## config.mk

```make
export PLATFORM = sky130hd
export DESIGN_NAME = fifo_burst_writer
export DESIGN_NICKNAME = d
export VERILOG_FILES = /design/src/rtl/fifo_burst_writer.sv
export SDC_FILE = /design/constraint.sdc
export NUM_CORES = 1
export LEC_CHECK = 0
export BUFFER_PORTS_ARGS = -buffer_cell sky130_fd_sc_hd__buf_2
export CAP_MARGIN = 20
export CELL_PAD_IN_SITES_DETAIL_PLACEMENT = 0
export CELL_PAD_IN_SITES_GLOBAL_PLACEMENT = 2
export CORE_MARGIN = 4
export CORE_UTILIZATION = 25
export CTS_CLUSTER_SIZE = 40
export DETAILED_ROUTE_END_ITERATION = 10
export PLACE_DENSITY = 0.73
export SETUP_SLACK_MARGIN = 0.2
export SYNTH_ARGS = -nofsm -noshare
export SYNTH_HDL_FRONTEND = slang
export SYNTH_SLANG_ARGS = --single-unit
```

## constraint.sdc

```tcl
create_clock -name PROD_CLK -period 2.5 [get_ports PROD_CLK]
set_input_delay 0.25 -clock PROD_CLK [delete_from_list [all_inputs] [get_ports PROD_CLK]]
set_output_delay 0.25 -clock PROD_CLK [all_outputs]
set_load 0.01 [all_outputs]
```

## src/rtl/fifo_burst_writer.sv

```systemverilog
// Producer-side burst engine: writes a programmed number of pattern words into
// an async FIFO with a programmable inter-write gap, stalling on FULL.
module fifo_burst_writer #(
   parameter int unsigned P_DATA_WIDTH = 8,
   parameter int unsigned P_MAX_BURST  = 1024,
   parameter int unsigned P_IDLE_W     = 4
) (
   input  logic                                 PROD_CLK,
   input  logic                                 RST_n,
   input  logic                                 START,
   input  logic [$clog2(P_MAX_BURST+1)-1:0]     BURST_LEN,
   input  logic [P_IDLE_W-1:0]                  IDLE_CYC,
   input  logic [1:0]                           MODE,
   input  logic [15:0]                          SEED,
   input  logic                                 I_FULL,
   output logic                                 O_WR_EN,
   output logic [P_DATA_WIDTH-1:0]              O_DATA,
   output logic                                 BUSY,
   output logic                                 DONE,
   output logic [$clog2(P_MAX_BURST+1)-1:0]     WR_COUNT
);

   localparam int unsigned LW        = $clog2(P_MAX_BURST + 1);
   localparam logic [15:0] SEED_ZERO = 16'hACE1;
   localparam logic [15:0] LFSR_MASK = 16'hB400;

   localparam logic [1:0] MODE_ZERO = 2'b00;
   localparam logic [1:0] MODE_LFSR = 2'b01;
   localparam logic [1:0] MODE_INC  = 2'b10;
   localparam logic [1:0] MODE_ONES = 2'b11;

   typedef enum logic [1:0] {
      S_IDLE  = 2'd0,
      S_WRITE = 2'd1,
      S_GAP   = 2'd2,
      S_FIN   = 2'd3
   } state_e;

   state_e                  state_q, state_d;
   logic [LW-1:0]           len_q, len_d;
   logic [LW-1:0]           cnt_q, cnt_d;
   logic [P_IDLE_W-1:0]     idle_q, idle_d;
   logic [P_IDLE_W-1:0]     gap_q, gap_d;
   logic [1:0]              mode_q, mode_d;
   logic [15:0]             lfsr_q, lfsr_d;
   logic [P_DATA_WIDTH-1:0] data_q, data_d;

   logic [15:0]             seed_eff;
   logic [15:0]             lfsr_nxt;
   logic [LW-1:0]           len_clamp;
   logic [LW-1:0]           cnt_inc;
   logic                    wr_en;

   // Write enable follows FULL combinationally so a write is never issued into a full FIFO
   assign wr_en     = (state_q == S_WRITE) && !I_FULL;
   assign seed_eff  = (SEED == 16'h0000) ? SEED_ZERO : SEED;
   assign lfsr_nxt  = (lfsr_q >> 1) ^ (lfsr_q[0] ? LFSR_MASK : 16'h0000);
   assign len_clamp = (BURST_LEN > LW'(P_MAX_BURST)) ? LW'(P_MAX_BURST) : BURST_LEN;
   assign cnt_inc   = cnt_q + LW'(1);

   always_comb begin
      state_d = state_q;
      len_d   = len_q;
      cnt_d   = cnt_q;
      idle_d  = idle_q;
      gap_d   = gap_q;
      mode_d  = mode_q;
      lfsr_d  = lfsr_q;
      data_d  = data_q;

      case (state_q)
         S_IDLE: begin
            if (START) begin
               len_d  = len_clamp;
               idle_d = IDLE_CYC;
               mode_d = MODE;
               lfsr_d = seed_eff;
               cnt_d  = '0;
               gap_d  = '0;
               case (MODE)
                  MODE_ONES: data_d = {P_DATA_WIDTH{1'b1}};
                  MODE_LFSR: data_d = seed_eff[P_DATA_WIDTH-1:0];
                  MODE_INC:  data_d = '0;
                  default:   data_d = '0;
               endcase
               state_d = (len_clamp == '0) ? S_FIN : S_WRITE;
            end
         end

         S_WRITE: begin
            if (wr_en) begin
               cnt_d  = cnt_inc;
               lfsr_d = lfsr_nxt;
               case (mode_q)
                  MODE_ONES: data_d = {P_DATA_WIDTH{1'b1}};
                  MODE_LFSR: data_d = lfsr_nxt[P_DATA_WIDTH-1:0];
                  MODE_INC:  data_d = data_q + P_DATA_WIDTH'(1);
                  MODE_ZERO: data_d = '0;
                  default:   data_d = '0;
               endcase
               if (cnt_inc == len_q) begin
                  state_d = S_FIN;
               end else if (idle_q != '0) begin
                  gap_d   = idle_q;
                  state_d = S_GAP;
               end
            end
         end

         // Gap counter runs only after an accepted write; FULL is irrelevant here
         S_GAP: begin
            gap_d = gap_q - P_IDLE_W'(1);
            if (gap_q <= P_IDLE_W'(1)) begin
               state_d = S_WRITE;
            end
         end

         S_FIN: begin
            state_d = S_IDLE;
         end

         default: begin
            state_d = S_IDLE;
         end
      endcase
   end

   always_ff @(posedge PROD_CLK) begin
      if (!RST_n) begin
         state_q <= S_IDLE;
         len_q   <= '0;
         cnt_q   <= '0;
         idle_q  <= '0;
         gap_q   <= '0;
         mode_q  <= MODE_ZERO;
         lfsr_q  <= '0;
         data_q  <= '0;
      end else begin
         state_q <= state_d;
         len_q   <= len_d;
         cnt_q   <= cnt_d;
         idle_q  <= idle_d;
         gap_q   <= gap_d;
         mode_q  <= mode_d;
         lfsr_q  <= lfsr_d;
         data_q  <= data_d;
      end
   end

   assign O_WR_EN  = wr_en;
   assign O_DATA   = data_q;
   assign BUSY     = (state_q != S_IDLE);
   assign DONE     = (state_q == S_FIN);
   assign WR_COUNT = cnt_q;

endmodule

```

## Yosys cells after proc, flatten, opt, wreduce, memory -nomap -nowiden

Index checks and enable logic that the tools add are counted.

- $add $sub $neg: 3
- $lt $le $gt $ge: 2
- Eq/ne operators: 15
- Multiplexer cells: 26
- Bitwise logic cells: 1
- Reductions and logical operators: 14

Operator list:

| kind | count |
|---|---|
| $mux W16 | 4 |
| $mux W11 | 3 |
| $pmux W16 S2 | 1 |
| $pmux W8 S2 | 2 |
| $pmux W8 S4 | 1 |
| $pmux W11 S2 | 1 |
| $logic_not A16 Y1 | 1 |
| $mux W4 | 4 |
| $mux W8 | 2 |
| $xor A15 B16 Y16 | 1 |
| $mux W2 | 6 |
| $pmux W4 S3 | 1 |
| $add A11 B1 Y11 const B | 1 |
| $eq A11 B11 Y1 | 1 |
| $gt A11 B11 Y1 const B | 1 |
| $logic_not A11 Y1 | 1 |
| $eq A2 B2 Y1 const B | 5 |
| $add A8 B1 Y8 const B | 1 |
| $ne A2 B2 Y1 const B | 4 |
| $pmux W2 S4 | 1 |
| $eq A2 B1 Y1 const B | 3 |
| $reduce_and A5 Y1 | 1 |
| $le A4 B1 Y1 const B | 1 |
| $logic_not A2 Y1 | 2 |
| other kinds (11) | 12 |

- Bits in registers: 58
- Input bits: 37
- Output and inout bits: 22
- Logic and storage cells: 69

## Depth between registers and ports, before layout

Gate-level depths: netlist (run 1).

- Word-level depth: 6
- Gate-level depth with buffers: 10
- Mapped depth without buffers: 8

## Least setup slack after synthesis (run 1)

OpenSTA, ideal clock, no wires.

- Kind: reg-to-reg
- Start point: register cnt_q[0], in the netlist WR_COUNT[0]
- End point: register state_q[1]
- Library setup time: 72 ps
- Arrival time: 2,107 ps
- Required time: 2,428 ps
- Path slack: 322 ps
- Cell stages (with the launch flop): 9
- Path buffers: 1
- Period minus slack after synthesis: 2,178 ps
- Path through: dfxtp_1 -> ha_1 -> buf_4 -> nand3_1 -> o31ai_2 -> nand4_1 -> nor4_4 -> a31o_1 -> mux2i_1

- Word-level cells in the longest chain between the ends: 5
- Elaborated cells on any way between the ends: 7
- Those cells by class: add/sub: 1; eq/ne: 2; mux: 3; reduce/logical: 1

RTL lines:

| element | line | text |
|---|---|---|
| from (decl) | 41 | `logic [LW-1:0] cnt_q, cnt_d;` |
| from (signal assigned) | 141 | `cnt_q <= cnt_d;` |
| $add A11 B1 Y11 * | 59 | `assign cnt_inc = cnt_q + LW'(1);` |
| $eq A11 B11 Y1 * | 101 | `if (cnt_inc == len_q) begin` |
| $mux W2 | 101 |  |
| $mux W2 | 91 | `if (wr_en) begin` |
| $pmux W2 S4 | 71 | `case (state_q)` |
| to (signal assigned) | 139 | `state_q <= state_d;` |
| to (decl) | 39 | `state_e state_q, state_d;` |

Every way passes the cells marked *; elsewhere a longest branch is shown, timed or not. The select of a mux whose other input is x is not followed.
A chain may end at the register's enable or synchronous reset.

## Worst setup path in the final report (run 1)

- Start point: register cnt_q[0], in the netlist WR_COUNT[0]
- End point: register gap_q[3]

- Word-level cells in the longest chain between the ends: 4

RTL lines:

| element | line | text |
|---|---|---|
| $add A11 B1 Y11 | 59 |  |
| $eq A11 B11 Y1 | 101 |  |
| $ne A2 B2 Y1 (no source line) | -- |  |
| $reduce_and A5 Y1 (no source line) | -- |  |
| to (signal assigned) | 143 | `gap_q <= gap_d;` |
| to (decl) | 43 | `logic [P_IDLE_W-1:0] gap_q, gap_d;` |

Every way passes these cells.

==> flow_summary.json, run 1 <==
{
  "status": "complete, no violations",
  "path_max_fanout": 5,
  "cts_buffer_depth": 2,
  "drive_gt1_frac": 0.216,
  "cts-root-buf": "clkbuf_16",
  "drv_slew": 0,
  "wl_per_cell_um": 15.4,
  "crit_path_start_kind": "flip-flop",
  "tns_ns": 0,
  "synth_edf_count": 0,
  "synth_cell_type_count": 56,
  "portBuffers": 58,
  "initial_core_util": 0.260,
  "clkTransAtPathRegs_ns": 0.05,
  "htreeDepth": 3,
  "postCtsSetupRepairBufs": 0,
  "yosysTopAreaCellShare": 0.332,
  "vias_per_cell": 4.94,
  "synth_cells": 432,
  "final_cell_mix": "nand2_1, buf_2, dfxtp_1",
  "grt_pass1_vias": 3214,
  "dr.pass1.iters": 4,
  "clock_skew_ns": 0.00689,
  "grt_setup_unrepaired": "true",
  "ys_warn_count": 0,
  "gr-total-overflow": 0,
  "synth_area_leader_cell": "dfxtp_1",
  "vias": 3297,
  "track_usage": 0.131,
  "crit_required_ns": 2.76,
  "drc": 0,
  "cts_tree": "yes",
  "die_h_um": 126,
  "antenna_left": 0,
  "min_path_type": "input port to flip-flop",
  "ys_top_cells_by_area": "dfxtp_1, nand2_1, a21boi_0",
  "worstPathCellList": "ha_1 -> nand3_1 -> or4_1 -> nand4_1 -> nor4_4 -> a31oi_4 -> mux2i_1",
  "syn_nets": 478,
  "relSlewSlack": 0.584,
  "ioPinCount": 59,
  "antenna_cells": 0,
  "powerDensity_nw_per_um2": 915,
  "crit_type": "flip-flop to flip-flop",
  "clk_latency_ns": 0.34,
  "p_leak_nw": 1.74,
  "endpoint_kind": "flip-flop",
  "cp.arrival_ns": 2.40,
  "synth_seq_cells": 58,
  "critPathMaxStageDelay_ns": 0.55,
  "fin_nets": 535,
  "grt_max_degree": 33,
  "place.gp.congestion": 0.852,
  "dp_hpwl_um": 7650,
  "die_area_um2": 15900,
  "ctsResizeCount": 0,
  "cpLargestDelayFamily": "simple AND/OR/NAND/NOR gates",
  "maxCapViolations": 0,
  "syn-cell-area_um2": 3490,
  "clock.fmax_mhz": 467,
  "grt_pass1_wl_um": 16600,
  "rows": 42,
  "postCtsHoldBufs": 0,
  "synth-seq-area-share": 0.332,
  "layoutNonFillerInstCount": 667,
  "critPathSlowestCell": "or4_1",
  "fin_crit_ns": 2.14,
  "peakVddDrop_mv": 0.431,
  "cts_sinks": 58,
  "tightest_slew_ns": 0.618,
  "fp.dieW_um": 126,
  "areaGrowthSynthToFinish_pct": 23.7,
  "hold_viol": 0,
  "period_share": 0.856,
  "antenna_found_initial": 0,
  "cts_buffers": 9,
  "syn_avg_cell_area_um2": 8.09,
  "ys.flop_type": "dfxtp_1",
  "core-area_um2": 13500,
  "initialDrtViolationCount": 163,
  "async_flop_share": 0,
  "setup_violations": 0,
  "drt-total-wl_um": 10300,
  "dpl.cell_count": 654,
  "cp_num_buf_inv": 0
}
## state kept, by name (all words and copies together), names as in the netlist
signal	count
O_DATA	8
WR_COUNT	11
gap_q	4
idle_q	4
len_q	11
lfsr_q	16
mode_q	2
state_q	2
## stage by stage
step / utilization / setup slack (ns) / hold WS (ns) / instance area (µm²) / total power [mW]
final: 0.321 / 0.359 / 0.162 / 4320 / 3.96
after global routing: 0.321 / 0.168 / 0.177 / 4320 / 4.23
after CTS: 0.320 / 0.208 / 0.156 / 4310 / 3.97
after detailed placement: 0.298 / 0.218 / 0.457 / 4010 / 2.69
after global placement: 0.298 / 0.261 / 0.454 / 4010 / 2.68
after floorplan: - / 0.322 / 0.395 / 3490 / 2.23
## per-layer routing
| metal | up-vias | routed length (µm) | GRT usage |
|---|---|---|---|
| met5 | - | 0 | 0 |
| met4 | 0 | 313 | 0.0707 |
| met3 | 17 | 392 | 0.0275 |
| met2 | 65 | 4640 | 0.204 |
| met1 | 1550 | 4930 | 0.170 |
| li1 | 1665 | - | - |
## logic make-up after synthesis
logic type | after synthesis | share of synthesized area
fa+ha+maj | 9 | 0.0322
xor+xnor | 26 | 0.0652
buf+inv | 38 | 0.0462
flops | 58 | 0.332
simple gates | 166 | 0.243
compound gates | 122 | 0.244
mux | 13 | 0.0372
## tightest hold or removal path: cells and delay by family
| kind | cells | cell delay [ns] |
|---|---|---|
| buf+inv | 1 | 0.10 |
| simple gates | 1 | 0.04 |
| compound gates | 1 | 0.06 |
## Yosys cell counts (4+ instances only)
library cell and n:
inv_1 7, o221ai_1 8, o211a_1 8, nand2_1 58
nor2b_1 15, nand4_1 6, a21boi_0 25, o211ai_1 4
ha_1 9, nand3_1 13, xnor2_1 14, o21ai_0 29
nor2_1 26, a21oi_1 21, buf_2 6, clkbuf_1 20
a22oi_1 4, or3_1 4, and3_1 4, nor4_1 8
xor2_1 12, mux2i_1 13, nor3_1 10, nand3b_1 7
dfxtp_1 58
## worst paths after layout
path	startpoint	endpoint	slack [ns]	cells after the start
hold reg to reg	lfsr_q[15]$_SDFFE_PN0P_	lfsr_q[15]$_SDFFE_PN0P_	0.46	2
hold / removal	IDLE_CYC[1]	idle_q[1]$_SDFFE_PN0P_	0.16	3
setup / recovery	WR_COUNT[0]$_SDFFE_PN0P_	gap_q[3]$_SDFFE_PN0P_	0.36	7
setup reg to reg	WR_COUNT[0]$_SDFFE_PN0P_	gap_q[3]$_SDFFE_PN0P_	0.36	7
## final cells by class
type / instances / area, µm²
clock buffers: 9 / 225
clock inverters: 4 / 70.1
fillers: 1452 / 9130
inverters: 8 / 30.0
multi-input cells: 336 / 2180
flip-flops and latches: 58 / 1160
well taps: 176 / 220
repair buffers: 76 / 438
## where the power goes
group | total [mW] | leakage (nW) | switching [mW] | internal, mW
Clock | 1.26 | 0.147 | 0.414 | 0.849
Sequential | 1.33 | 0.475 | 0.203 | 1.13
Combinational | 1.36 | 1.12 | 0.782 | 0.579
Total | 3.96 | 1.74 | 1.40 | 2.56
No activity file was read; power rests on OpenSTA's default activity.
==> inputs of run 2 (changes only) <==
- BUFFER_PORTS_ARGS: -buffer_cell sky130_fd_sc_hd__buf_2 -> -buffer_cell sky130_fd_sc_hd__buf_4
==> run 2 against run 1 <==
  * Maximum frequency down 2.6%
  * Global-route usage up 0.42 points
  * Power down 3.3%
  * Clock skew up 0.0018 ns
  * Flip-flop and latch count unchanged
  * Cell area up 2.3%
  * Utilization up 0.73 points
  * Critical path type unchanged
  * Highest routed layer unchanged
==> flow_summary.json, run 2 (synthesis gave the netlist of run 1 again) <==
{
  "grt_setup_unrepaired": "true",
  "grt_max_degree": 40,
  "layoutNonFillerInstCount": 666,
  "final.setup.worst_slack_ns": 0.301,
  "p_leak_nw": 1.74,
  "clock_skew_ns": 0.00868,
  "relSlewSlack": 0.565,
  "initialDrtViolationCount": 209,
  "cp_num_buf_inv": 3,
  "dp_slack_ns": 0.179,
  "dp_hpwl_um": 7620,
  "postCtsHoldBufs": 0,
  "antenna_found_initial": 0,
  "antenna_cells": 0,
  "grt_pass1_wl_um": 17300,
  "path_max_fanout": 19,
  "whs_path_depth": 3,
  "tns_ns": 0,
  "cp.depth": 8,
  "ioPinCount": 59,
  "crit_type": "flip-flop to flip-flop",
  "utilization": 0.329,
  "drv_slew": 0,
  "stdcell_area_um2": 4420,
  "worstHoldStart": "IDLE_CYC[3]",
  "portBuffers": 58,
  "r2r-start": "state_q[1]$_SDFFE_PN0P_",
  "powerDensity_nw_per_um2": 866,
  "place_area_um2": 4130,
  "min_path_type": "input port to flip-flop",
  "cts_buffers": 9,
  "dpl.cell_count": 650,
  "reg2reg_slack_ns": 0.30,
  "die_h_um": 126,
  "cpLargestDelayFamily": "simple AND/OR/NAND/NOR gates",
  "wl_per_cell_um": 15.6,
  "hold_viol": 0,
  "largest_register_ff_count": 16,
  "cts_sinks": 58,
  "die_area_um2": 15900,
  "vias": 3253,
  "fp.dieW_um": 126,
  "timing.rr.end": "WR_COUNT[5]$_SDFFE_PN0P_",
  "crit_required_ns": 2.76,
  "gr-total-overflow": 0,
  "final_cell_mix": "buf_4, dfxtp_1, nand2_1",
  "period_share": 0.880,
  "peakVddDrop_mv": 0.370,
  "place.gp.congestion": 0.821,
  "drive_gt1_frac": 0.210,
  "htreeDepth": 3,
  "grt_pass1_vias": 3206,
  "drt-total-wl_um": 10400,
  "clock.fmax_mhz": 455,
  "drc": 0,
  "worstPathCellList": "inv_1 -> ha_1 -> inv_2 -> nor2_1 -> o21ai_1 -> buf_4 -> or3_2 -> a21boi_0",
  "hold-path-endpoint": "idle_q[3]$_SDFFE_PN0P_",
  "clkTransAtPathRegs_ns": 0.05,
  "fin_nets": 532,
  "critPathSlowestCell": "or3_2",
  "endpoint_kind": "flip-flop",
  "antenna_left": 0,
  "vias_per_cell": 4.88,
  "status": "complete, no violations",
  "setup_violations": 0,
  "crit_path_start_kind": "flip-flop",
  "cp.arrival_ns": 2.46,
  "cts-root-buf": "clkbuf_16",
  "critPathMaxStageDelay_ns": 0.45,
  "top_register": "lfsr_q",
  "areaGrowthSynthToFinish_pct": 26.5,
  "core-area_um2": 13500,
  "track_usage": 0.135,
  "clk_latency_ns": 0.34,
  "dr.pass1.iters": 4,
  "initial_core_util": 0.260,
  "cts_buffer_depth": 2,
  "tightest_slew_ns": 0.652,
  "cts_tree": "yes",
  "rows": 42,
  "r2r_cells": 8,
  "fin_crit_ns": 2.20,
  "maxCapViolations": 0,
  "mostFrequentLayoutCell": "buf_4"
}
[run 2: worst max path at each step]
stage / slack, ns / startpoint / endpoint
2_1_floorplan: 0.32 / WR_COUNT[0]$_SDFFE_PN0P_ / state_q[1]$_SDFFE_PN0P_
6_report: 0.30 / state_q[1]$_SDFFE_PN0P_ / WR_COUNT[5]$_SDFFE_PN0P_
4_1_cts: 0.30 / state_q[0]$_SDFFE_PN0P_ / lfsr_q[11]$_SDFFE_PN0P_
3_5_place_dp: 0.18 / state_q[0]$_SDFFE_PN0P_ / lfsr_q[11]$_SDFFE_PN0P_
3_3_place_gp: 0.31 / state_q[0]$_SDFFE_PN0P_ / gap_q[1]$_SDFFE_PN0P_
5_1_grt: 0.18 / state_q[1]$_SDFFE_PN0P_ / WR_COUNT[8]$_SDFFE_PN0P_
[run 2: layout make-up]
cell class | count | area (µm²)
fillers | 1451 | 9030
clock buffers | 9 | 225
flip-flops and latches | 58 | 1160
repair buffers | 73 | 556
inverters | 8 | 30.0
multi-input cells | 336 | 2190
clock inverters | 6 | 35.0
well taps | 176 | 220
[run 2: per-layer routing]
metal | global-route usage | wire length (µm) | part of all wire | vias to the layer above
li1 | - | - | - | 1663
met1 | 0.181 | 5080 | 0.49 | 1516
met2 | 0.206 | 4810 | 0.46 | 64
met3 | 0.0351 | 371 | 0.036 | 10
met4 | 0.0562 | 154 | 0.015 | 0
met5 | 0 | 0 | 0 | -
[run 2: timing repair]
| action | CTS | global route |
|---|---|---|
| pin swaps | 0 | 1 |
| setup buffers | 0 | 1 |
| gates cloned | 0 | 0 |
| resized for setup | 1 | 3 |
| setup endpoints to repair | 2 | 17 |
[run 2: stage by stage]
stage                     total power [mW]  hold WS (ns)
after global routing                  4.11         0.200
after floorplan                       2.23         0.395
after detailed placement              2.71         0.457
final                                 3.83         0.172
after CTS                             3.85         0.161
after global placement                2.70         0.452
[run 2: worst reg2reg max path, delay by kind of cell (launching register included)]
family	cells	cell delay, ns
AOI/OAI and AO/OA	2	0.41
adders and majority gates	1	0.28
buffers and inverters	3	0.46
DFF	1	0.34
and+or+nand+nor	2	0.64
[run 2: where the power goes]
group | switching [mW] | internal [mW]
Combinational | 0.789 | 0.611
Sequential | 0.202 | 1.13
Clock | 0.443 | 0.655
Total | 1.43 | 2.39
